`src/rtl/prog_seq_counter.sv`:
```
// prog_seq_counter
//   Programmable sequence counter. A DEPTH-entry table of W-bit codes is
//   walked forward or backward between index 0 and the active last entry.
//   Each cycle q is registered from the table entry at the next index. A
//   table write made in the same cycle is visible on q immediately.
//
// Ports
//   clk      in   clock, rising edge
//   rst      in   asynchronous, active-high reset
//   en       in   advance one step this cycle
//   dir      in   0 = forward, 1 = reverse
//   ld       in   synchronous load of ld_idx (priority over en)
//   ld_idx   in   index to load; beyond the last entry loads 0 and sets err
//   last_idx in   final active entry, clamped to DEPTH-1
//   wr_en    in   table write strobe
//   wr_addr  in   entry to write; addresses >= DEPTH are ignored
//   wr_data  in   code to write
//   err_clr  in   clears err (a same-cycle set wins)
//   q        out  registered code of the current entry
//   idx      out  registered current index
//   wrap     out  one-cycle pulse after a wrapping step
//   err      out  sticky illegal-load flag
//
// Optional feature (macro PROG_SEQ_COUNTER_ONESHOT_EN)
//   oneshot  in   a step that would wrap instead holds idx and sets done
//   done     out  cleared by ld or rst
module prog_seq_counter #(
  parameter int unsigned W     = 3,
  parameter int unsigned DEPTH = 4,
  parameter int unsigned AW    = (DEPTH > 1) ? $clog2(DEPTH) : 1
) (
  input  logic          clk,
  input  logic          rst,
  input  logic          en,
  input  logic          dir,
  input  logic          ld,
  input  logic [AW-1:0] ld_idx,
  input  logic [AW-1:0] last_idx,
  input  logic          wr_en,
  input  logic [AW-1:0] wr_addr,
  input  logic [W-1:0]  wr_data,
  input  logic          err_clr,
  output logic [W-1:0]  q,
  output logic [AW-1:0] idx,
  output logic          wrap,
  output logic          err
`ifdef PROG_SEQ_COUNTER_ONESHOT_EN
  ,
  input  logic          oneshot,
  output logic          done
`endif
);

  logic [W-1:0]  tbl [DEPTH];
  logic [AW-1:0] l_clamp;
  logic [AW-1:0] idx_nxt;
  logic          wrap_nxt;
  logic          err_set;
  logic          wr_ok;
  logic [W-1:0]  q_nxt;

  always_comb begin
    if ({1'b0, last_idx} >= (AW+1)'(DEPTH)) l_clamp = AW'(DEPTH - 1);
    else                                    l_clamp = last_idx;
  end

  assign wr_ok = wr_en && ({1'b0, wr_addr} < (AW+1)'(DEPTH));

`ifdef PROG_SEQ_COUNTER_ONESHOT_EN
  logic done_set;
`endif

  always_comb begin
    idx_nxt  = idx;
    wrap_nxt = 1'b0;
    err_set  = 1'b0;
`ifdef PROG_SEQ_COUNTER_ONESHOT_EN
    done_set = 1'b0;
`endif
    if (ld) begin
      if (ld_idx > l_clamp) begin
        idx_nxt = '0;
        err_set = 1'b1;
      end else begin
        idx_nxt = ld_idx;
      end
    end else if (en) begin
      if (!dir) begin
        // idx above a lowered last entry also counts as a wrap to 0
        if (idx < l_clamp) begin
          idx_nxt = idx + AW'(1);
        end else begin
          idx_nxt  = '0;
          wrap_nxt = 1'b1;
        end
      end else begin
        // only leaving index 0 is a wrap; idx above L just snaps back to L
        if (idx != '0 && idx <= l_clamp) begin
          idx_nxt = idx - AW'(1);
        end else begin
          idx_nxt  = l_clamp;
          wrap_nxt = (idx == '0);
        end
      end
`ifdef PROG_SEQ_COUNTER_ONESHOT_EN
      if (oneshot && wrap_nxt) begin
        idx_nxt  = idx;
        wrap_nxt = 1'b0;
        done_set = 1'b1;
      end
`endif
    end
  end

  // write-through: a same-cycle write to the next entry bypasses the table
  always_comb begin
    q_nxt = tbl[idx_nxt];
    if (wr_ok && wr_addr == idx_nxt) q_nxt = wr_data;
  end

  always_ff @(posedge clk or posedge rst) begin
    if (rst) begin
      for (int unsigned i = 0; i < DEPTH; i++) tbl[i] <= W'(i);
    end else if (wr_ok) begin
      tbl[wr_addr] <= wr_data;
    end
  end

  always_ff @(posedge clk or posedge rst) begin
    if (rst) begin
      idx  <= '0;
      q    <= '0;
      wrap <= 1'b0;
      err  <= 1'b0;
    end else begin
      idx  <= idx_nxt;
      q    <= q_nxt;
      wrap <= wrap_nxt;
      if (err_set)      err <= 1'b1;
      else if (err_clr) err <= 1'b0;
    end
  end

`ifdef PROG_SEQ_COUNTER_ONESHOT_EN
  always_ff @(posedge clk or posedge rst) begin
    if (rst)           done <= 1'b0;
    else if (ld)       done <= 1'b0;
    else if (done_set) done <= 1'b1;
  end
`endif

endmodule

```
`config.mk`:
```
export PLATFORM = sky130hd
export DESIGN_NAME = prog_seq_counter
export DESIGN_NICKNAME = d
export VERILOG_FILES = /design/src/rtl/prog_seq_counter.sv
export SDC_FILE = /design/constraint.sdc
export NUM_CORES = 1
export LEC_CHECK = 0
export CORE_MARGIN = 5
export CORE_UTILIZATION = 55
export DETAILED_ROUTE_END_ITERATION = 12
export GPL_TIMING_DRIVEN = 0
export HOLD_SLACK_MARGIN = 0.02
export PLACE_DENSITY = 0.84
export SLEW_MARGIN = 10
export SYNTH_ARGS = -nofsm -noshare
export SYNTH_HDL_FRONTEND = slang
export SYNTH_SLANG_ARGS = --single-unit
```
`constraint.sdc`:
```
create_clock -name clk -period 5.1 [get_ports clk]
set_clock_uncertainty 0.05 [all_clocks]
set_input_delay 1.02 -clock clk [delete_from_list [all_inputs] [get_ports clk]]
set_output_delay 1.02 -clock clk [all_outputs]
set_load 0.05 [all_outputs]
```
Word-level counts from Yosys, hierarchy flattened
Cells that the tools add are included.

Equal/unequal tests: 1. $mul: 0. Reductions and logical operators: 6. Shifts and indexed selects: 0. Bitwise gates (word level): 2. Divide/modulo/power cells: 0. Multiplexer cells: 22. Add/sub/neg operators: 2. Order comparisons: 6.

Operators with widths (count): 12-bit bitwise mux (1); 2-bit 2-to-1 mux (6); 3-bit 2-to-1 mux (4); 1-bit 2-to-1 mux (9); 3-bit binary-select mux with 2-bit select (1); 3-bit demux with 2-bit select (1); 3-bit greater-or-equal comparator (second input constant) (2); 2-bit NOT with 3-bit output (2); 2-bit nonzero test (2); 1-bit logical AND (3); 3-bit by 1-bit less-than comparator with 1-bit output (second input constant) (1); 2-bit by 1-bit adder with 2-bit output (second input constant) (1); 2-bit == test (1); 2-bit greater-than comparator (1); 2-bit <= comparator (1); 2-bit logical NOT (1); 2-bit less-than comparator (1); 2-bit by 1-bit subtractor with 2-bit output (second input constant) (1).

Latch bits: 0. Memory bits (read-only): 0. Flip-flop bits (word level): 19. Memory bits (writable): 0. Input port bits: 16. Memories kept: 0.

Depth between registers and ports, before layout
Gate-level depths: netlist of run 1.

Depth after elaboration: 11. Mapped depth: 10. Gate-level depth less buffers: 10.

Worst setup path before layout of run 1
Ideal clock, no wire load.

Path type: in2reg. From: input last_idx[1]. To: register q[2]. Slack: 2.026 ns. Data arrival time: 2.887 ns. Stages on the path: 10. Setup time: 0.136 ns. Required time: 4.914 ns. Path buffers: 0. Cell sequence: inv_1 -> ha_1 -> or2_1 -> o221a_1 -> o211a_4 -> nor2_8 -> inv_4 -> or4_4 -> a21oi_2 -> nor4b_1.

Word-level cells in the longest chain between the ends: 11.

RTL lines: start, declared (line 38) `input logic [AW-1:0] last_idx,`; 2-bit <= comparator (line 98) `if (idx != '0 && idx <= l_clamp) begin`; 1-bit logical AND (line 98); 2-bit 2-to-1 mux (line 98); 2-bit 2-to-1 mux (line 88) `if (!dir) begin`; 2-bit 2-to-1 mux (line 87) `end else if (en) begin`; 2-bit 2-to-1 mux * (line 80) `if (ld) begin`; named net idx_nxt[0] (line 56) `logic [AW-1:0] idx_nxt;`; 2-bit NOT with 3-bit output (not written as such) (line 117) `q_nxt = tbl[idx_nxt];`; 3-bit binary-select mux with 2-bit select (line 117); 3-bit 2-to-1 mux (not written as such) (2 in series) (line 117); 3-bit 2-to-1 mux * (line 118) `if (wr_ok && wr_addr == idx_nxt) q_nxt = wr_data;`; named net q_nxt[2] (line 60) `logic [W-1:0] q_nxt;`; end signal, assigned (line 137) `q <= q_nxt;`; end, declared (line 43) `output logic [W-1:0] q,`.

Mark *: on every way through the listed nets, which the timed path passes. The rest lies on a longest branch. The select of a mux whose other input is x is not followed. A chain may end at the register's enable or synchronous reset.

Final worst setup path of run 1
From: input last_idx[1]. To: register q[1].

The elaborated chain is that of the path after synthesis.

==> flow_summary.json, run 1 <==
{
  "p_leak_nw": 0.639,
  "pwr-share-comb": 0.449,
  "finalCriticalPeriod_ns": 3.51,
  "regArea_um2": 480,
  "r2r-end": "q[1]",
  "clock_latency_ns": 0.30,
  "yosysSeqAreaShare": 0.396,
  "required_ns": 5.24,
  "grt_max_degree": 20,
  "status": "complete, no violations",
  "arrival_ns": 3.65,
  "period_share": 0.688,
  "clkTransAtPathRegs_ns": 0.10,
  "hpwlAfterDp_um": 2030,
  "finalSetupTns_ns": 0,
  "critical_path_class": "in2reg",
  "reg2regPathDepth": 10,
  "drv_slew": 0,
  "hold_depth": 1,
  "power.switching_mw": 0.193,
  "worst_slew_margin_rel": 0.545,
  "ios": 23,
  "diodes": 0,
  "drt_iter0_markers": 31,
  "rsz0062_at_grt": "no",
  "r2r_start": "idx[0]",
  "hold_path.class": "reg2reg",
  "wl_per_cell_um": 15.9,
  "p_seq_frac": 0.401,
  "die_area_mm2": 0.00324,
  "synth_cell_types": 44,
  "cp-endpoint": "q[1]",
  "async_flop_share": 1.00,
  "power.clock.fraction": 0.150,
  "synth_nets": 131,
  "max-vdd-ir-drop_mv": 0.248,
  "ant_nets": 0,
  "die_h_um": 57.0,
  "max-cap-violations": 0,
  "grt_pass1_vias": 1072,
  "critPathLaunch": "last_idx[1]",
  "path_max_fanout": 8,
  "worst_slew_pin_slew_ns": 0.682,
  "clock-sinks": 19,
  "io_buffers": 21,
  "clock.fmax_mhz": 285,
  "cts_resized": 0,
  "core_mm2": 0.00215,
  "power.total_mw": 0.507,
  "syn_avg_cell_area_um2": 11.0,
  "hold_violations": 0,
  "cts_made_buffers": 3,
  "synth_ff_type": "dfrtp_1",
  "grtUsageTotal": 0.181,
  "endpoint_kind": "flop",
  "grt_overflow_total": 0,
  "dr.pass1.iters": 4,
  "via_count": 972,
  "fin_util": 0.691,
  "die_w_um": 57.0,
  "setup_viol": 0,
  "switching_share": 0.380,
  "wl_um": 2590,
  "placementRows": 17,
  "grt_pass1_wl_um": 4550,
  "powerDensity_mw_per_mm2": 342,
  "fill_cells": 167,
  "syn_inst": 110,
  "cts_hold_buf": 0,
  "cts_max_level": 1,
  "gp_congestion": 0.859,
  "critPathLaunchType": "input pin",
  "clockBufferDepth": 2,
  "multiInputGateArea_um2": 687,
  "cts-root-buf": "clkbuf_4",
  "p_int_mw": 0.314,
  "syn2layout_area_growth_pct": 22.4,
  "drc": 0,
  "tritoncts": "done",
  "synth-seq-cells": 19,
  "initial_core_util": 0.564,
  "rrSetupSlack_ns": 2.30,
  "vias_per_cell": 5.96,
  "synth.cell_area_mm2": 0.00121,
  "antenna_found_initial": 0,
  "drive_above_1_share": 0.222,
  "yosysWarnings": 0,
  "cts_setup_buffers": 0,
  "final_nets": 157,
  "synth_edf_count": 0
}
[kinds of logic (layout without fill, tap and decap cells)]
logic type | Yosys count | count (layout) | share of synthesized area
DFF | 19 | 19 | 0.396
and+or+nand+nor | 31 | 31 | 0.170
buffers and inverters | 11 | 36 | 0.0371
xor gates and xnor gates | 3 | 3 | 0.0217
AOI/OAI and AO/OA | 21 | 21 | 0.144
adders and majority gates | 5 | 5 | 0.0516
muxes | 20 | 20 | 0.179
[area by class of cell]
class | instances | area share
plain buffers | 2 | 0.00590
repair buffers | 21 | 0.142
clock buffers | 4 | 0.0177
flip-flops and latches | 19 | 0.324
well taps | 28 | 0.0236
multi-input cells | 80 | 0.463
inverters | 9 | 0.0245
[cells in the mapped netlist, types with 2 or more instances]
cell      count  area (um^2)
nand2_1       5         18.8
nand3_1       6         30.0
dfstp_2       4          105
o211ai_1      4         30.0
mux2_2       12          135
dfrtp_1      15          375
mux2i_1       7         70.1
inv_1         8         30.0
xnor2_1       2         17.5
nor2b_1       3         18.8
ha_1          5         62.6
nand2b_1      3         18.8
o21ai_0       4         20.0
nand4b_1      2         17.5
[cell usage in the layout (no fill, tap or decap), drive strengths merged]
cell type,n
o311a,1
o221a,2
o211a,1
dfrtp,15
inv,9
nor2b,4
nand3,6
o41ai,1
ha,5
and3,1
xnor2,2
or4,2
nand4b,2
mux2i,7
o211ai,4
o22ai,1
o21ai,4
nand2,5
a21oi,2
nor2,2
nand2b,3
dfstp,4
a22oi,1
or3,1
nor4b,1
xor2,1
or2,2
buf,1
clkdlybuf4s50,21
nand3b,1
a22o,1
clkbuf,5
a21bo,1
nor3,1
mux2,13
a2111oi,2
[routing by layer]
layer,share of wire,track usage
met3,0.037,0.0452
met2,0.53,0.320
met4,0.032,0.126
met5,0,0
met1,0.40,0.187
[state kept, by name (all words and copies together), names as in the netlist]
| signal | count |
|---|---|
| err | 1 |
| wrap | 1 |
| tbl | 12 |
| q | 3 |
| idx | 2 |
[power groups by stage]
stage	Combinational, mW	Sequential (mW)	Clock, mW
global route	0.247	0.208	0.0838
global placement	0.219	0.204	0
floorplan	0.114	0.249	0
CTS	0.228	0.203	0.0762
finish	0.228	0.203	0.0759
detailed placement	0.227	0.206	0
[critical path, cell delays in order]
cell and delay (ns):
clkdlybuf4s50_1 0.48, inv_1 0.07, ha_1 0.25, or2_1 0.27, o221a_1 0.27, o211a_4 0.27, nor2_8 0.21, inv_4 0.07
xnor2_1 0.24, nand3_1 0.17, mux2_1 0.34
[worst min-delay path by stage]
stage,start,to
after CTS,tbl[7],tbl[7]
after global placement,tbl[3],tbl[3]
after detailed placement,tbl[7],tbl[7]
after global routing,tbl[10],tbl[10]
after floorplan,tbl[7],tbl[7]
final,tbl[7],tbl[7]
[metrics by stage]
step | setup slack [ns] | cell area [um^2] | instances | hold WS, ns
5_1_grt | 1.22 | 1480 | 163 | 0.497
6_report | 1.59 | 1480 | 163 | 0.467
3_3_place_gp | 1.33 | 1460 | 159 | 0.436
4_1_cts | 1.58 | 1480 | 163 | 0.474
3_5_place_dp | 1.30 | 1460 | 159 | 0.452
2_1_floorplan | 2.03 | 1210 | 110 | 0.429
Power figures use the tool's default switching activity.
==> run 2, diff against run 1 <==
Settings changed: CORE_UTILIZATION 55 to 51, PLACE_DENSITY 0.84 to 0.78.
Clock period 5.1 ns to 3.7 ns, I/O delays scaled along.
==> run 2 against run 1 <==
Effect of this change:
- register-to-register slack lost 1.4 ns
- final area is the same
- critical endpoint is now q[2]
- largest cell class unchanged
- core utilization shrank 2.6 points
- first-iteration DRC count shrank 13%
- critical path depth is the same
==> flow_summary.json, run 2 (same netlist as run 1, synthesis figures left out) <==
{
  "reg2regPathDepth": 10,
  "multiInputGateArea_um2": 687,
  "fill_cells": 189,
  "hp-start": "tbl[7]",
  "ios": 23,
  "finalSetupTns_ns": 0,
  "r2r-end": "q[2]",
  "grt_overflow_total": 0,
  "initial_core_util": 0.543,
  "drv_slew": 0,
  "hpwlAfterDp_um": 1940,
  "cts_resized": 0,
  "vias_per_cell": 5.69,
  "regArea_um2": 480,
  "core_mm2": 0.00223,
  "rrSetupSlack_ns": 0.91,
  "grtUsageTotal": 0.155,
  "dp_cells": 159,
  "drive_above_1_share": 0.222,
  "setup_viol": 0,
  "clkTransAtPathRegs_ns": 0.11,
  "cp-endpoint": "q[2]",
  "path_max_fanout": 8,
  "wl_per_cell_um": 14.9,
  "drc": 0,
  "via_count": 928,
  "p_leak_nw": 0.639,
  "wl_um": 2420,
  "status": "complete, no violations",
  "die_w_um": 58.8,
  "cts_made_buffers": 3,
  "worst_slew_pin_slew_ns": 0.697,
  "die_h_um": 58.8,
  "clock.fmax_mhz": 304,
  "cts_setup_buffers": 0,
  "grt_max_degree": 20,
  "mostFrequentLayoutCell": "clkdlybuf4s50_1",
  "cts-root-buf": "clkbuf_4",
  "required_ns": 3.82,
  "io_buffers": 21,
  "die_area_mm2": 0.00345,
  "placementRows": 17,
  "cts_hold_buf": 0,
  "max-vdd-ir-drop_mv": 0.323,
  "critPathLaunchType": "input pin",
  "critical_path_class": "in2reg",
  "tritoncts": "done",
  "critPathLaunch": "last_idx[1]",
  "diodes": 0,
  "finalNonFillerCells": 163,
  "period_share": 0.890,
  "syn2layout_area_growth_pct": 22.4,
  "ant_nets": 0,
  "r2r_start": "idx[0]",
  "regMostFlops": "tbl",
  "gp_congestion": 0.761,
  "antenna_found_initial": 0,
  "final_nets": 157,
  "powerDensity_mw_per_mm2": 465,
  "clockBufferDepth": 2,
  "top_regs": "tbl: 12 flops, q: 3 flops, idx: 2 flops",
  "dr.pass1.iters": 4,
  "cts_max_level": 1,
  "hold_violations": 0,
  "finalCriticalPeriod_ns": 3.29,
  "hold_path.class": "reg2reg",
  "arrival_ns": 3.41,
  "fin_util": 0.664,
  "grt_pass1_vias": 949,
  "rsz0062_at_grt": "no",
  "worst_slew_margin_rel": 0.535,
  "max-cap-violations": 0,
  "drt_iter0_markers": 27,
  "clock-sinks": 19,
  "endpoint_kind": "flop",
  "largest_reg_flops": 12,
  "final_cell_mix": "21 x clkdlybuf4s50_1, 15 x dfrtp_1, 12 x mux2_2",
  "grt_pass1_wl_um": 4220,
  "clock_latency_ns": 0.29
}
==> run 2: cell counts in the layout (fill, tap and decap cells not counted) <==
Identical to the previous run, type by type.
==> run 2: worst min-delay path by stage <==
stage / endpoint / slack, ns / cells past startpoint
finish: tbl[7] / 0.46 / 1
global route: tbl[3] / 0.48 / 1
CTS: tbl[7] / 0.47 / 1
detailed placement: tbl[7] / 0.45 / 1
global placement: tbl[3] / 0.44 / 1
floorplan: tbl[7] / 0.43 / 1
==> run 2: stage by stage <==
step	instance area (um^2)	total power, mW	hold slack, ns	worst slack (ns)
floorplan	1210	0.502	0.429	0.873
CTS	1480	0.698	0.471	0.429
finish	1480	0.691	0.464	0.409
global route	1480	0.739	0.484	0.282
detailed placement	1460	0.593	0.447	0.142
global placement	1460	0.584	0.436	0.192
==> run 2: layout make-up <==
| cell class | count | share of cell area |
|---|---|---|
| multi-input combinational | 80 | 0.463 |
| sequential | 19 | 0.324 |
| timing repair buffer | 21 | 0.142 |
| inverter | 9 | 0.0245 |
| tap | 28 | 0.0236 |
| clock buffer | 4 | 0.0177 |
| buffer | 2 | 0.00590 |
==> run 2: layer usage <==
metal,global-route usage,part of all wire,vias to the layer above
met5,0,0,-
met3,0.0263,0.028,0
met2,0.271,0.51,17
li1,-,-,460
met4,0.0291,0,0
met1,0.199,0.46,451
==> run 2: worst max-delay path, cell delays in order <==
cell and delay [ns]:
clkdlybuf4s50_1 0.48, inv_1 0.07, ha_1 0.32, nor2b_4 0.15
a2111oi_1 0.48, a22o_2 0.29, nor2_8 0.07, inv_4 0.07
xnor2_1 0.10, a2111oi_0 0.53, nor4b_1 0.11
==> run 2: power by group <==
group / switching (mW) / internal, mW / total [mW]
Sequential: 0.0233 / 0.256 / 0.280
Combinational: 0.174 / 0.134 / 0.308
Clock: 0.0606 / 0.0419 / 0.102
Total: 0.258 / 0.432 / 0.691
